==> src/rtl/hazard_ctrl.sv <==
// -----------------------------------------------------------------------------
// hazard_ctrl
//
// Pipeline sequencing controller for the 5-stage RISC-V core. Produces the
// per-stage enables and flushes for the F/D, D/E, E/M and M/W pipeline
// registers. It resolves three hazard classes:
//   - load-use hazards between Execute and Decode (one bubble),
//   - branch/jump redirects taken in Execute (two flushed slots),
//   - multi-cycle data-memory accesses (req/ready handshake plus watchdog).
//
// Optional feature macro: HAZARD_PERF_EN
//   When defined, adds the saturating performance counters StallCnt_o and
//   FlushCnt_o. When undefined, those ports and counters are absent and all
//   other behaviour is identical.
//
// Parameters:
//   DATA_WIDTH   width of the performance counters
//   WAIT_MAX     MEM_WAIT cycles tolerated before the sticky error (>= 1)
//
// Ports:
//   clk            clock, all state updates on the rising edge
//   rst            synchronous active-high reset
//   Rs1D_i/Rs2D_i  source registers of the instruction in Decode
//   RdE_i          destination register of the instruction in Execute
//   ResultSrcE_i   result source in Execute (2'b01 = load)
//   PCSrcE_i       redirect select from Execute (non-zero = taken)
//   MemAccessM_i   instruction in Memory is a load or store
//   MemReady_i     data memory completes the access this cycle
//   MemReq_o       data memory request
//   Fen_o..Men_o   F/D, D/E, E/M, M/W register enables
//   Frst_o         flush F/D (bubble into Decode)
//   Drst_o         flush D/E (bubble into Execute)
//   Wbubble_o      M/W register loads a bubble (RegWrite cleared)
//   err_o          sticky memory-timeout error
//   StallCnt_o     (HAZARD_PERF_EN) cycles with Fen_o low outside reset
//   FlushCnt_o     (HAZARD_PERF_EN) cycles flushing for redirect or load-use
// -----------------------------------------------------------------------------
module hazard_ctrl #(
  parameter int DATA_WIDTH = 32,
  parameter int WAIT_MAX   = 16
) (
  input  logic                  clk,
  input  logic                  rst,
  input  logic [4:0]            Rs1D_i,
  input  logic [4:0]            Rs2D_i,
  input  logic [4:0]            RdE_i,
  input  logic [1:0]            ResultSrcE_i,
  input  logic [1:0]            PCSrcE_i,
  input  logic                  MemAccessM_i,
  input  logic                  MemReady_i,
  output logic                  MemReq_o,
  output logic                  Fen_o,
  output logic                  Den_o,
  output logic                  Een_o,
  output logic                  Men_o,
  output logic                  Frst_o,
  output logic                  Drst_o,
  output logic                  Wbubble_o,
  output logic                  err_o
`ifdef HAZARD_PERF_EN
  ,
  output logic [DATA_WIDTH-1:0] StallCnt_o,
  output logic [DATA_WIDTH-1:0] FlushCnt_o
`endif
);

  localparam int CNT_W = $clog2(WAIT_MAX + 1);
  localparam logic [CNT_W-1:0] CNT_MAX  = CNT_W'(WAIT_MAX);
  // Value held during the final tolerated MEM_WAIT cycle: the increment on
  // that edge would make the counter reach WAIT_MAX.
  localparam logic [CNT_W-1:0] CNT_LAST = CNT_W'(WAIT_MAX - 1);

  typedef enum logic [1:0] {
    S_RUN      = 2'd0,
    S_MEM_WAIT = 2'd1,
    S_ERROR    = 2'd2
  } state_e;

  state_e           state_q, state_d;
  logic [CNT_W-1:0] wait_cnt_q, wait_cnt_d;

  // Hazard terms
  logic lu_hz;     // load-use between Execute and Decode
  logic rd_hz;     // redirect taken in Execute
  logic mw_hz;     // memory access not completing this cycle
  logic flush_ev;  // a flush is being issued for rd_hz or lu_hz

  assign lu_hz = (ResultSrcE_i == 2'b01) && (RdE_i != 5'd0) &&
                 ((RdE_i == Rs1D_i) || (RdE_i == Rs2D_i));
  assign rd_hz = (PCSrcE_i != 2'b00);
  assign mw_hz = MemAccessM_i && !MemReady_i;

  // ---------------------------------------------------------------------------
  // State register
  // ---------------------------------------------------------------------------
  // NOTE: sequential state uses non-blocking assignments so every register
  // samples the pre-edge values; blocking here would create order-dependent
  // simulation that no longer matches the synthesized flops.
  always_ff @(posedge clk) begin
    if (rst) begin
      state_q    <= S_RUN;
      wait_cnt_q <= '0;
    end else begin
      state_q    <= state_d;
      wait_cnt_q <= wait_cnt_d;
    end
  end

  // ---------------------------------------------------------------------------
  // Next state and control outputs
  // ---------------------------------------------------------------------------
  // NOTE: every signal assigned in this block gets a default first, so no
  // path through the case/if tree leaves a value unassigned (no latches).
  always_comb begin
    state_d    = state_q;
    wait_cnt_d = wait_cnt_q;
    MemReq_o   = 1'b0;
    Fen_o      = 1'b1;
    Den_o      = 1'b1;
    Een_o      = 1'b1;
    Men_o      = 1'b1;
    Frst_o     = 1'b0;
    Drst_o     = 1'b0;
    Wbubble_o  = 1'b0;
    flush_ev   = 1'b0;

    unique case (state_q)
      S_RUN: begin
        MemReq_o = MemAccessM_i;
        if (mw_hz) begin
          // Freeze the whole pipe; M/W takes a bubble so the stalled memory
          // instruction is not written back twice.
          Fen_o      = 1'b0;
          Den_o      = 1'b0;
          Een_o      = 1'b0;
          Men_o      = 1'b0;
          Wbubble_o  = 1'b1;
          state_d    = S_MEM_WAIT;
          wait_cnt_d = '0;
        end else if (rd_hz) begin
          // Redirect wins over load-use: the dependent instruction in Decode
          // is flushed anyway.
          Frst_o   = 1'b1;
          Drst_o   = 1'b1;
          flush_ev = 1'b1;
        end else if (lu_hz) begin
          Fen_o    = 1'b0;
          Den_o    = 1'b0;
          Drst_o   = 1'b1;
          flush_ev = 1'b1;
        end
      end

      S_MEM_WAIT: begin
        MemReq_o   = 1'b1;
        wait_cnt_d = (wait_cnt_q == CNT_MAX) ? wait_cnt_q : wait_cnt_q + 1'b1;
        if (MemReady_i) begin
          // E was frozen during the wait, so a redirect or load-use seen here
          // is the one that was pending; apply it now.
          state_d = S_RUN;
          if (rd_hz) begin
            Frst_o   = 1'b1;
            Drst_o   = 1'b1;
            flush_ev = 1'b1;
          end else if (lu_hz) begin
            Fen_o    = 1'b0;
            Den_o    = 1'b0;
            Drst_o   = 1'b1;
            flush_ev = 1'b1;
          end
        end else begin
          Fen_o     = 1'b0;
          Den_o     = 1'b0;
          Een_o     = 1'b0;
          Men_o     = 1'b0;
          Wbubble_o = 1'b1;
          if (wait_cnt_q == CNT_LAST) begin
            state_d = S_ERROR;
          end
        end
      end

      S_ERROR: begin
        Fen_o     = 1'b0;
        Den_o     = 1'b0;
        Een_o     = 1'b0;
        Men_o     = 1'b0;
        Wbubble_o = 1'b1;
      end

      default: begin
        state_d    = S_RUN;
        wait_cnt_d = '0;
      end
    endcase

    // Reset overrides everything: flush both front registers, keep the pipe
    // clocking so the bubbles propagate, and drop any outstanding request.
    if (rst) begin
      MemReq_o  = 1'b0;
      Fen_o     = 1'b1;
      Den_o     = 1'b1;
      Een_o     = 1'b1;
      Men_o     = 1'b1;
      Frst_o    = 1'b1;
      Drst_o    = 1'b1;
      Wbubble_o = 1'b1;
      flush_ev  = 1'b0;
    end
  end

  assign err_o = (state_q == S_ERROR) && !rst;

`ifdef HAZARD_PERF_EN
  // ---------------------------------------------------------------------------
  // Saturating performance counters
  // ---------------------------------------------------------------------------
  logic [DATA_WIDTH-1:0] stall_cnt_q, stall_cnt_d;
  logic [DATA_WIDTH-1:0] flush_cnt_q, flush_cnt_d;

  always_comb begin
    stall_cnt_d = stall_cnt_q;
    flush_cnt_d = flush_cnt_q;
    if (!Fen_o && !rst && (stall_cnt_q != '1)) begin
      stall_cnt_d = stall_cnt_q + 1'b1;
    end
    if (flush_ev && (flush_cnt_q != '1)) begin
      flush_cnt_d = flush_cnt_q + 1'b1;
    end
  end

  always_ff @(posedge clk) begin
    if (rst) begin
      stall_cnt_q <= '0;
      flush_cnt_q <= '0;
    end else begin
      stall_cnt_q <= stall_cnt_d;
      flush_cnt_q <= flush_cnt_d;
    end
  end

  assign StallCnt_o = stall_cnt_q;
  assign FlushCnt_o = flush_cnt_q;
`endif

endmodule
==> config.mk <==
export PLATFORM = sky130hd
export DESIGN_NAME = hazard_ctrl
export DESIGN_NICKNAME = d
export VERILOG_FILES = /design/src/rtl/hazard_ctrl.sv
export SDC_FILE = /design/constraint.sdc
export NUM_CORES = 1
export LEC_CHECK = 0
export ABC_CLOCK_PERIOD_IN_PS = 2750
export BUFFER_PORTS_ARGS = -buffer_cell sky130_fd_sc_hd__buf_2
export CELL_PAD_IN_SITES_DETAIL_PLACEMENT = 1
export CELL_PAD_IN_SITES_GLOBAL_PLACEMENT = 1
export CORE_UTILIZATION = 32
export CTS_BUF_LIST = sky130_fd_sc_hd__clkbuf_16
export DETAILED_ROUTE_END_ITERATION = 8
export PLACE_DENSITY = 0.81
export SYNTH_ARGS = -nofsm -noshare
export SYNTH_HDL_FRONTEND = slang
export SYNTH_SLANG_ARGS = --single-unit
==> constraint.sdc <==
create_clock -name clk -period 2.75 [get_ports clk]
set_input_delay 0.275 -clock clk [delete_from_list [all_inputs] [get_ports clk]]
set_output_delay 0.275 -clock clk [all_outputs]
set_load 0.005 [all_outputs]
# Word-level counts from Yosys, hierarchy flattened

Index checks and enable logic that the tools add are counted.

Flip-flop bits (word level): 7
Input port bits: 23
Output and inout bits: 9

$add $sub $neg: 1
Equality and inequality tests: 10
Muxes and demuxes: 34
Bitwise gates (word level): 1
Reductions and logical operators: 12

Operators with widths:

| cell                                                            | number |
|---|---|
| 1-bit 2-to-1 mux                                                | 21 |
| 5-bit case mux with 3 select lines                              | 1 |
| 5-bit == test                                                   | 2 |
| 5-bit 2-to-1 mux                                                | 2 |
| 1-bit case mux with 3 select lines                              | 3 |
| 2-bit 2-to-1 mux                                                | 3 |
| 1-bit case mux with 2 select lines                              | 3 |
| 2-bit case mux with 3 select lines                              | 1 |
| 3-bit AND reduction                                             | 2 |
| 5-bit by 1-bit adder with 5-bit output, second input constant   | 1 |
| 5-bit by 4-bit == test with 1-bit output, second input constant | 1 |
| 5-bit == test, second input constant                            | 1 |
| 5-bit nonzero test                                              | 1 |
| 2-bit by 1-bit == test with 1-bit output, second input constant | 2 |
| 1-bit logical AND                                               | 4 |
| 2-bit inequality test, second input constant                    | 2 |
| 3-bit inequality test, second input constant                    | 1 |
| 2-bit == test, second input constant                            | 1 |
| 1-bit zero test                                                 | 2 |
| 2-bit zero test                                                 | 1 |
| 2-bit nonzero test                                              | 1 |
| 1-bit logical OR                                                | 1 |
| 1-bit inverter                                                  | 1 |

# Logic depth before layout (Yosys ltp)

Gate-level depths: netlist (run 1).

Word-level depth: 8
Gate-level depth with buffers: 6
Depth with buffers taken out: 6

# Least setup slack after synthesis (run 1)

No wires, ideal clock.

Kind: input-to-output
From: input port RdE_i[1]
To: output port Fen_o
Arrival: 1.372 ns
Data required time: 2.475 ns
Setup slack: 1.103 ns
Stages on the path: 5
Path through: or4_1 -> nor2_1 -> nor2_1 -> a21boi_0 -> buf_4

Word-level cells in the longest chain between the ends: 8

Ends and longest elaborated chain:

| element                                                      | RTL line | text |
|---|---|---|
| start, declared                                              | 46       | `input logic [4:0] RdE_i,` |
| 5-bit == test / 5-bit nonzero test (equally long branches)   | 89, 88   |  |
| 1-bit logical OR / 1-bit logical AND (equally long branches) | 89, 88   |  |
| 1-bit logical AND (*)                                        | 88       | `assign lu_hz = (ResultSrcE_i == 2'b01) && (RdE_i != 5'd0) &&` |
| 1-bit 2-to-1 mux (*) (2 in series)                           | n/a      |  |
| 1-bit 2-to-1 mux (on tied branches)                          | n/a      |  |
| 1-bit case mux with 3 select lines (*)                       | n/a      |  |
| 1-bit 2-to-1 mux (*)                                         | n/a      |  |
| end, declared                                                | 52       | `output logic Fen_o,` |

Every way passes the cells marked *; elsewhere a longest branch is shown, timed or not.

# Worst setup path after layout (run 1)

From: register state_q[0]
To: output port Den_o

Word-level cells in the longest chain between the ends: 3

Ends and longest elaborated chain:

| element                                | RTL line | text |
|---|---|---|
| start, declared                        | 79       | `state_e state_q, state_d;` |
| start signal, assigned                 | 104      | `state_q <= state_d;` |
| 2-bit == test (tied with other cells)  | 127      | `unique case (state_q)` |
| 1-bit case mux with 3 select lines (*) | 127      |  |
| 1-bit 2-to-1 mux (*)                   | 199      | `if (rst) begin` |
| end, declared                          | 53       | `output logic Den_o,` |

Marks and branches as above.

==> impl_metrics.csv, run 1 <==
group,metric,value,unit
placement,post-place-cells,133,
die,placeableCoreArea,1783,um2
setup_path,critPathLaunch,"state_q[0]",
power_and_ir_drop,p_comb_frac,0.183,
routing,drtIter0Drc,2,
final_layout,post_route_cells_drive_above_1_share,0.3304,
placement,placement.setup.worst_slack,0.9444,ns
setup_path,cp-endpoint,"Den_o",
final_layout,postLayoutCoreUtil,0.4800,
setup_path,timing.setup.critical_path_class,"flip-flop to output port",
global_routing,globalRouteOverflowTotal,0,
routing,detail_route.first_pass.iterations,2,
clock_tree,clk_sink_count,7,
clock_tree,post_cts.resized_instances,0,
synth,synth_top_area_frac,0.2249,
hold_path,hold_path.startpoint,"rst",
timing,grt_setup_unrepaired,"no",
hold_path,hold_class,"input pin to flip-flop",
synth,ys.flop_type,"sky130_fd_sc_hd__dfxtp_1",
routing,drt-total-wl,1628,um
die,core.rowCount,15,
setup_path,cp_data_required_time,2.48,ns
final_layout,antennaDiodeCount,0,
power_and_ir_drop,power_frac_seq,0.256,
routing,routedWlPerCell,11.88,um
timing,timing.final.hold_violations,0,
synth,synthArstFlopShare,0,
timing,final_total_negative_setup_slack,0,ns
power_and_ir_drop,switching_share,0.2218,
power_and_ir_drop,power.share.clock,0.561,
clock_tree,clk_path_buf_depth,2,
timing,final-setup-viol-count,0,
power_and_ir_drop,power.switching,0.09555,mW
placement,placement.cell_area,777.0,um2
routing,drc,0,
synth,post_syn_area,623.1,um2
synth,syn_inst,81,
timing,max_clock_freq,522.9,MHz
timing,max_slew.worst_pin.slew,0.3809,ns
routing,uppermost_layer_routed,"met3",
setup_path,start_kind,"flip-flop",
routing,via_count,673,
clock_tree,cts_root_buf,"sky130_fd_sc_hd__clkbuf_16",
synth,synth_area_leader_cell,"sky130_fd_sc_hd__dfxtp_1",
routing,ant_nets,0,
final_layout,nets,139,
synth,ys_top_cells_by_count,"11 x sky130_fd_sc_hd__nor2_1, 11 x sky130_fd_sc_hd__xnor2_1, 7 x sky130_fd_sc_hd__dfxtp_1, 7 x sky130_fd_sc_hd__nand2_1, 5 x sky130_fd_sc_hd__inv_1",
final_layout,area_growth_syn_to_layout,37.35,%
global_routing,grt_first_pass_wirelength,2718,um
hold_path,hold_depth,2,
timing,drv_slew,0,
setup_path,critical_path.reg2reg.endpoint,"wait_cnt_q[3]",
run_status,outcome,"finished clean",
routing,detailroute.wirelength.met3,57,um
power_and_ir_drop,p_leak,0.3693,nW
global_routing,grt_start_max_net_pins,11,
power_and_ir_drop,powerDensity,503.2,nW/um2
clock_tree,cts_tree,"built",
setup_path,worst_r2r_path_depth,6,
timing,period_share,0.6955,
synth,postSynthNetCount,107,
clock_tree,cts-buffers-inserted,3,
setup_path,cp.arrival,1.64,ns
power_and_ir_drop,finalPower,0.4307,mW
setup_path,reg2reg_slack,1.25,ns
synth,synth_edf_count,0,
global_routing,first_global_vias,660,
clock_tree,cts_hold_buf,0,
placement,io_buffer_count,31,
synth,synth_cell_type_count,28,
setup_path,worst-path-max-fanout,10,
die,floorplan.die.height,46.13,um
synth,synth-seq-area-share,0.2249,
die,floorplan.initialDensity,0.3495,
setup_path,regToRegStartpoint,"wait_cnt_q[0]",
clock_tree,worst_skew_pair.late_latency,0.23,ns
routing,met2RoutedLength,898,um
synth,ys_warns,0,
timing,timing.hold.ws,0.3338,ns
placement,gp_congestion,0.7569,
synth,number_of_flip_flops_and_latches_in_the_synthesized_netlist,7,
timing,final.setup.worst_slack,0.8374,ns
timing,relSlewSlack,0.7434,
power_and_ir_drop,internal_power,0.3351,mW
final_layout,number_of_cells_in_the_finished_layout_apart_from_fillers,137,
synth,synthesis.area_per_instance,7.693,um2
synth,synth_area_leaders,"sky130_fd_sc_hd__dfxtp_1 22%, sky130_fd_sc_hd__xnor2_1 15%, sky130_fd_sc_hd__nor2_1 6.6%",
final_layout,fillers,234,
final_layout,final_area,855.8,um2
setup_path,endpoint_kind,"output port",
routing,met1_length,672,um
global_routing,globalRouteTotalUtil,0.1813,
routing,drt-vias-per-instance,4.912,
power_and_ir_drop,peakVddDrop,0.0005354,V
clock_tree,cts.repair_timing.setup_buffer_count,0,
timing,finClkSkew,0.002165,ns
clock_tree,clk_transition_reported_paths,0.04,ns
timing,min_tclk_post_route,1.913,ns
run,maxCapViolCount,0,
placement,post-dp-hpwl,1394,um
clock_tree,cts.htree.levels,1,
die,floorplan.die_area,2128,um2
die,die_width,46.13,um
global_routing,grt_antenna_before_repair,0,
die,design.portCount,32,
==> power groups by stage <==
stage                     logic (mW)  registers, mW  clock network [mW]
final                         0.0788          0.110               0.242
after global placement        0.0766          0.112                   0
after floorplan               0.0502          0.109                   0
after detailed placement      0.0795          0.112                   0
after CTS                     0.0802          0.110               0.247
after global routing          0.0882          0.111               0.259
==> critical path, stage by stage, from the launching register on <==
cell,delay (ns)
sky130_fd_sc_hd__dfxtp_1,0.54
sky130_fd_sc_hd__nor2_1,0.14
sky130_fd_sc_hd__o21bai_1,0.28
sky130_fd_sc_hd__nand2_1,0.14
sky130_fd_sc_hd__a21boi_0,0.16
sky130_fd_sc_hd__buf_2,0.16
==> per-layer routing <==
layer | global-route usage | up-vias
met3 | 0.09020 | 0
li1 | - | 338
met1 | 0.1995 | 323
met2 | 0.3239 | 12
met5 | 0 | -
met4 | 0.01176 | 0
==> registers in the layout (all words and copies together) (netlist names) <==
name        flops
wait_cnt_q      5
state_q         2
==> area by class of cell <==
cell class,count,area [um2],area share
multi-input combinational,65,431.7,0.5044
timing repair buffer,31,155.1,0.1813
sequential,7,140.1,0.1637
clock buffer,3,75.07,0.08772
tap,25,31.28,0.03655
inverter,5,18.77,0.02193
clock inverter,1,3.754,0.004386
==> cell usage in the layout, fill, tap and decap left out, drive strengths merged <==
cell type and instances:
nand2 7, clkbuf 3, nand4bb 1, o21ai 3
buf 31, or2b 1, ha 3, nor3b 1
o21bai 2, a21o 2, a21oi 4, or4 1
nor4b 1, xnor2 11, nand3 4, a21boi 1
inv 6, o22ai 2, and3 1, dfxtp 7
mux2i 1, nor3 4, nor2 11, or3 2
nand4b 1, nand2b 1
==> worst min-delay path by stage <==
stage                    end  slack, ns
2_1_floorplan     state_q[0]       0.44
3_3_place_gp   wait_cnt_q[3]       0.48
3_5_place_dp   wait_cnt_q[3]       0.50
4_1_cts           state_q[1]       0.34
5_1_grt           state_q[1]       0.36
6_report          state_q[1]       0.33
==> kinds of logic after synthesis <==
group	share of synthesized area
AO/OA/AOI/OAI	0.1466
XOR/XNOR	0.1546
adder cells (fa/ha/maj)	0.06025
buffers and inverters	0.08231
flip-flops	0.2249
multiplexers	0.01606
AND/OR/NAND/NOR	0.3153
(Power assumes the default switching activity.)
==> inputs of run 2 (changes only) <==
- ABC_CLOCK_PERIOD_IN_PS: 2750 -> 1750
- CORE_UTILIZATION: 32 -> 27
- PLACE_DENSITY: 0.81 -> 0.73
- clock period: 2.75 -> 1.75 ns (I/O delays scaled with it)
==> run 2 against run 1 <==
- flip-flop and latch count unchanged
- first-iteration DRC count unchanged
- final cell count increased by 2.9%
- clock-buffer cell count unchanged
- clock power increased by 59%
- largest power group unchanged
==> impl_metrics.csv, run 2 (synthesis results as in run 1) <==
group,metric,value,unit
setup_path,critical_path.reg2reg.endpoint,"wait_cnt_q[3]",
die,core.rowCount,17,
timing,drv_slew,0,
timing,grt_setup_unrepaired,"no",
power_and_ir_drop,finalPower,0.6815,mW
setup_path,reg2reg_slack,0.31,ns
final_layout,largest_reg_flops,5,
die,placeableCoreArea,2191,um2
power_and_ir_drop,peakVddDrop,0.0005350,V
global_routing,globalRouteOverflowTotal,0,
timing,max_clock_freq,621.0,MHz
routing,ant_nets,0,
power_and_ir_drop,powerDensity,786.0,nW/um2
routing,drc,0,
clock_tree,cts.repair_timing.setup_buffer_count,0,
final_layout,postLayoutCoreUtil,0.3958,
run_status,outcome,"finished clean",
timing,min_tclk_post_route,1.610,ns
global_routing,globalRouteTotalUtil,0.1489,
die,floorplan.die_area,2504,um2
placement,placement.cell_area,788.3,um2
setup_path,crit_slowest_cell,"sky130_fd_sc_hd__nor4b_1",
placement,post-place-cells,137,
timing,max_slew.worst_pin.slew,0.4270,ns
setup_path,regToRegStartpoint,"wait_cnt_q[0]",
final_layout,layout.cells.most_common,"sky130_fd_sc_hd__buf_2",
setup_path,worst-path-stages,5,
final_layout,largest-register,"wait_cnt_q",
routing,via_count,667,
setup_path,start_kind,"flip-flop",
power_and_ir_drop,p_leak,0.3746,nW
routing,drtIter0Drc,2,
die,die_width,50.04,um
setup_path,cp_data_required_time,1.57,ns
final_layout,final_area,867.1,um2
setup_path,timing.setup.critical_path_class,"flip-flop to output port",
global_routing,grt_antenna_before_repair,0,
timing,timing.final.hold_violations,0,
setup_path,cp.arrival,1.44,ns
clock_tree,clk_transition_reported_paths,0.04,ns
clock_tree,clk_path_buf_depth,2,
routing,routedWlPerCell,11.31,um
die,floorplan.initialDensity,0.2844,
global_routing,grt_start_max_net_pins,10,
setup_path,cp-endpoint,"Drst_o",
timing,finClkSkew,0.001718,ns
placement,io_buffer_count,31,
placement,placement.setup.worst_slack,0.1730,ns
final_layout,number_of_cells_in_the_finished_layout_apart_from_fillers,141,
final_layout,nets,140,
die,design.portCount,32,
setup_path,path_buf_inv,1,
clock_tree,post_cts.resized_instances,0,
routing,drt-total-wl,1595,um
timing,timing.hold.ws,0.2266,ns
setup_path,critPathMaxStageDelay,0.31,ns
final_layout,area_growth_syn_to_layout,39.16,%
final_layout,post_route_cells_drive_above_1_share,0.3363,
setup_path,worst_r2r_path_depth,6,
timing,relSlewSlack,0.7123,
setup_path,path_cells,"nor2_1 > o21bai_1 > nor4b_1 > a21o_1 > buf_2",
clock_tree,cts.htree.levels,1,
run,maxCapViolCount,0,
global_routing,grt_first_pass_wirelength,2808,um
clock_tree,cts_root_buf,"sky130_fd_sc_hd__clkbuf_16",
clock_tree,clk_sink_count,7,
final_layout,layout.cells.most_common_list,"31 x sky130_fd_sc_hd__buf_2, 11 x sky130_fd_sc_hd__nor2_1, 11 x sky130_fd_sc_hd__xnor2_1",
final_layout,antennaDiodeCount,0,
clock_tree,cts_tree,"built",
routing,drt-vias-per-instance,4.730,
setup_path,critical_path.top_delay_family,"simple AND/OR/NAND/NOR gates",
clock_tree,cts_hold_buf,0,
clock_tree,worst_skew_pair.late_latency,0.23,ns
routing,detail_route.first_pass.iterations,2,
placement,post-dp-hpwl,1350,um
placement,gp_congestion,0.7373,
die,floorplan.die.height,50.04,um
setup_path,worst-path-max-fanout,4,
timing,period_share,0.9202,
timing,final_total_negative_setup_slack,0,ns
setup_path,endpoint_kind,"output port",
clock_tree,cts-buffers-inserted,3,
hold_path,hold_class,"input pin to flip-flop",
final_layout,largestRegisters,"wait_cnt_q (5), state_q (2)",
setup_path,critPathLaunch,"state_q[0]",
timing,final.setup.worst_slack,0.1396,ns
timing,final-setup-viol-count,0,
global_routing,first_global_vias,670,
==> run 2: changes by cell type in the layout (fill, tap and decap cells not counted) <==
cell	previous run	this run
sky130_fd_sc_hd__buf_4	0	1
==> run 2: layout make-up <==
cell class,count,area (um2)
inverters,5,18.77
multi-input cells,65,431.7
flip-flops and latches,7,140.1
repair buffers,32,162.7
clock inverters,1,3.754
fillers,279,1324
well taps,28,35.03
clock buffers,3,75.07
==> run 2: worst min-delay path by stage <==
stage                           from            end  cells after the start
after global routing             rst  wait_cnt_q[1]                      2
after floorplan           MemReady_i     state_q[0]                      3
after detailed placement         rst     state_q[1]                      2
after global placement           rst     state_q[1]                      2
final                            rst     state_q[1]                      2
after CTS                        rst     state_q[1]                      2
==> run 2: power breakdown <==
part | switching [mW] | internal [mW]
clock network | 0.0868 | 0.297
registers | 0.00407 | 0.166
logic | 0.0622 | 0.0652
total | 0.153 | 0.528
==> run 2: metal layers <==
| layer | up-vias | GRT usage | part of all wire |
|---|---|---|---|
| li1 | 340 | - | - |
| met1 | 304 | 0.1596 | 0.40 |
| met2 | 18 | 0.2733 | 0.54 |
| met3 | 5 | 0.01852 | 0.040 |
| met4 | 0 | 0.08571 | 0.023 |
| met5 | - | 0 | 0 |
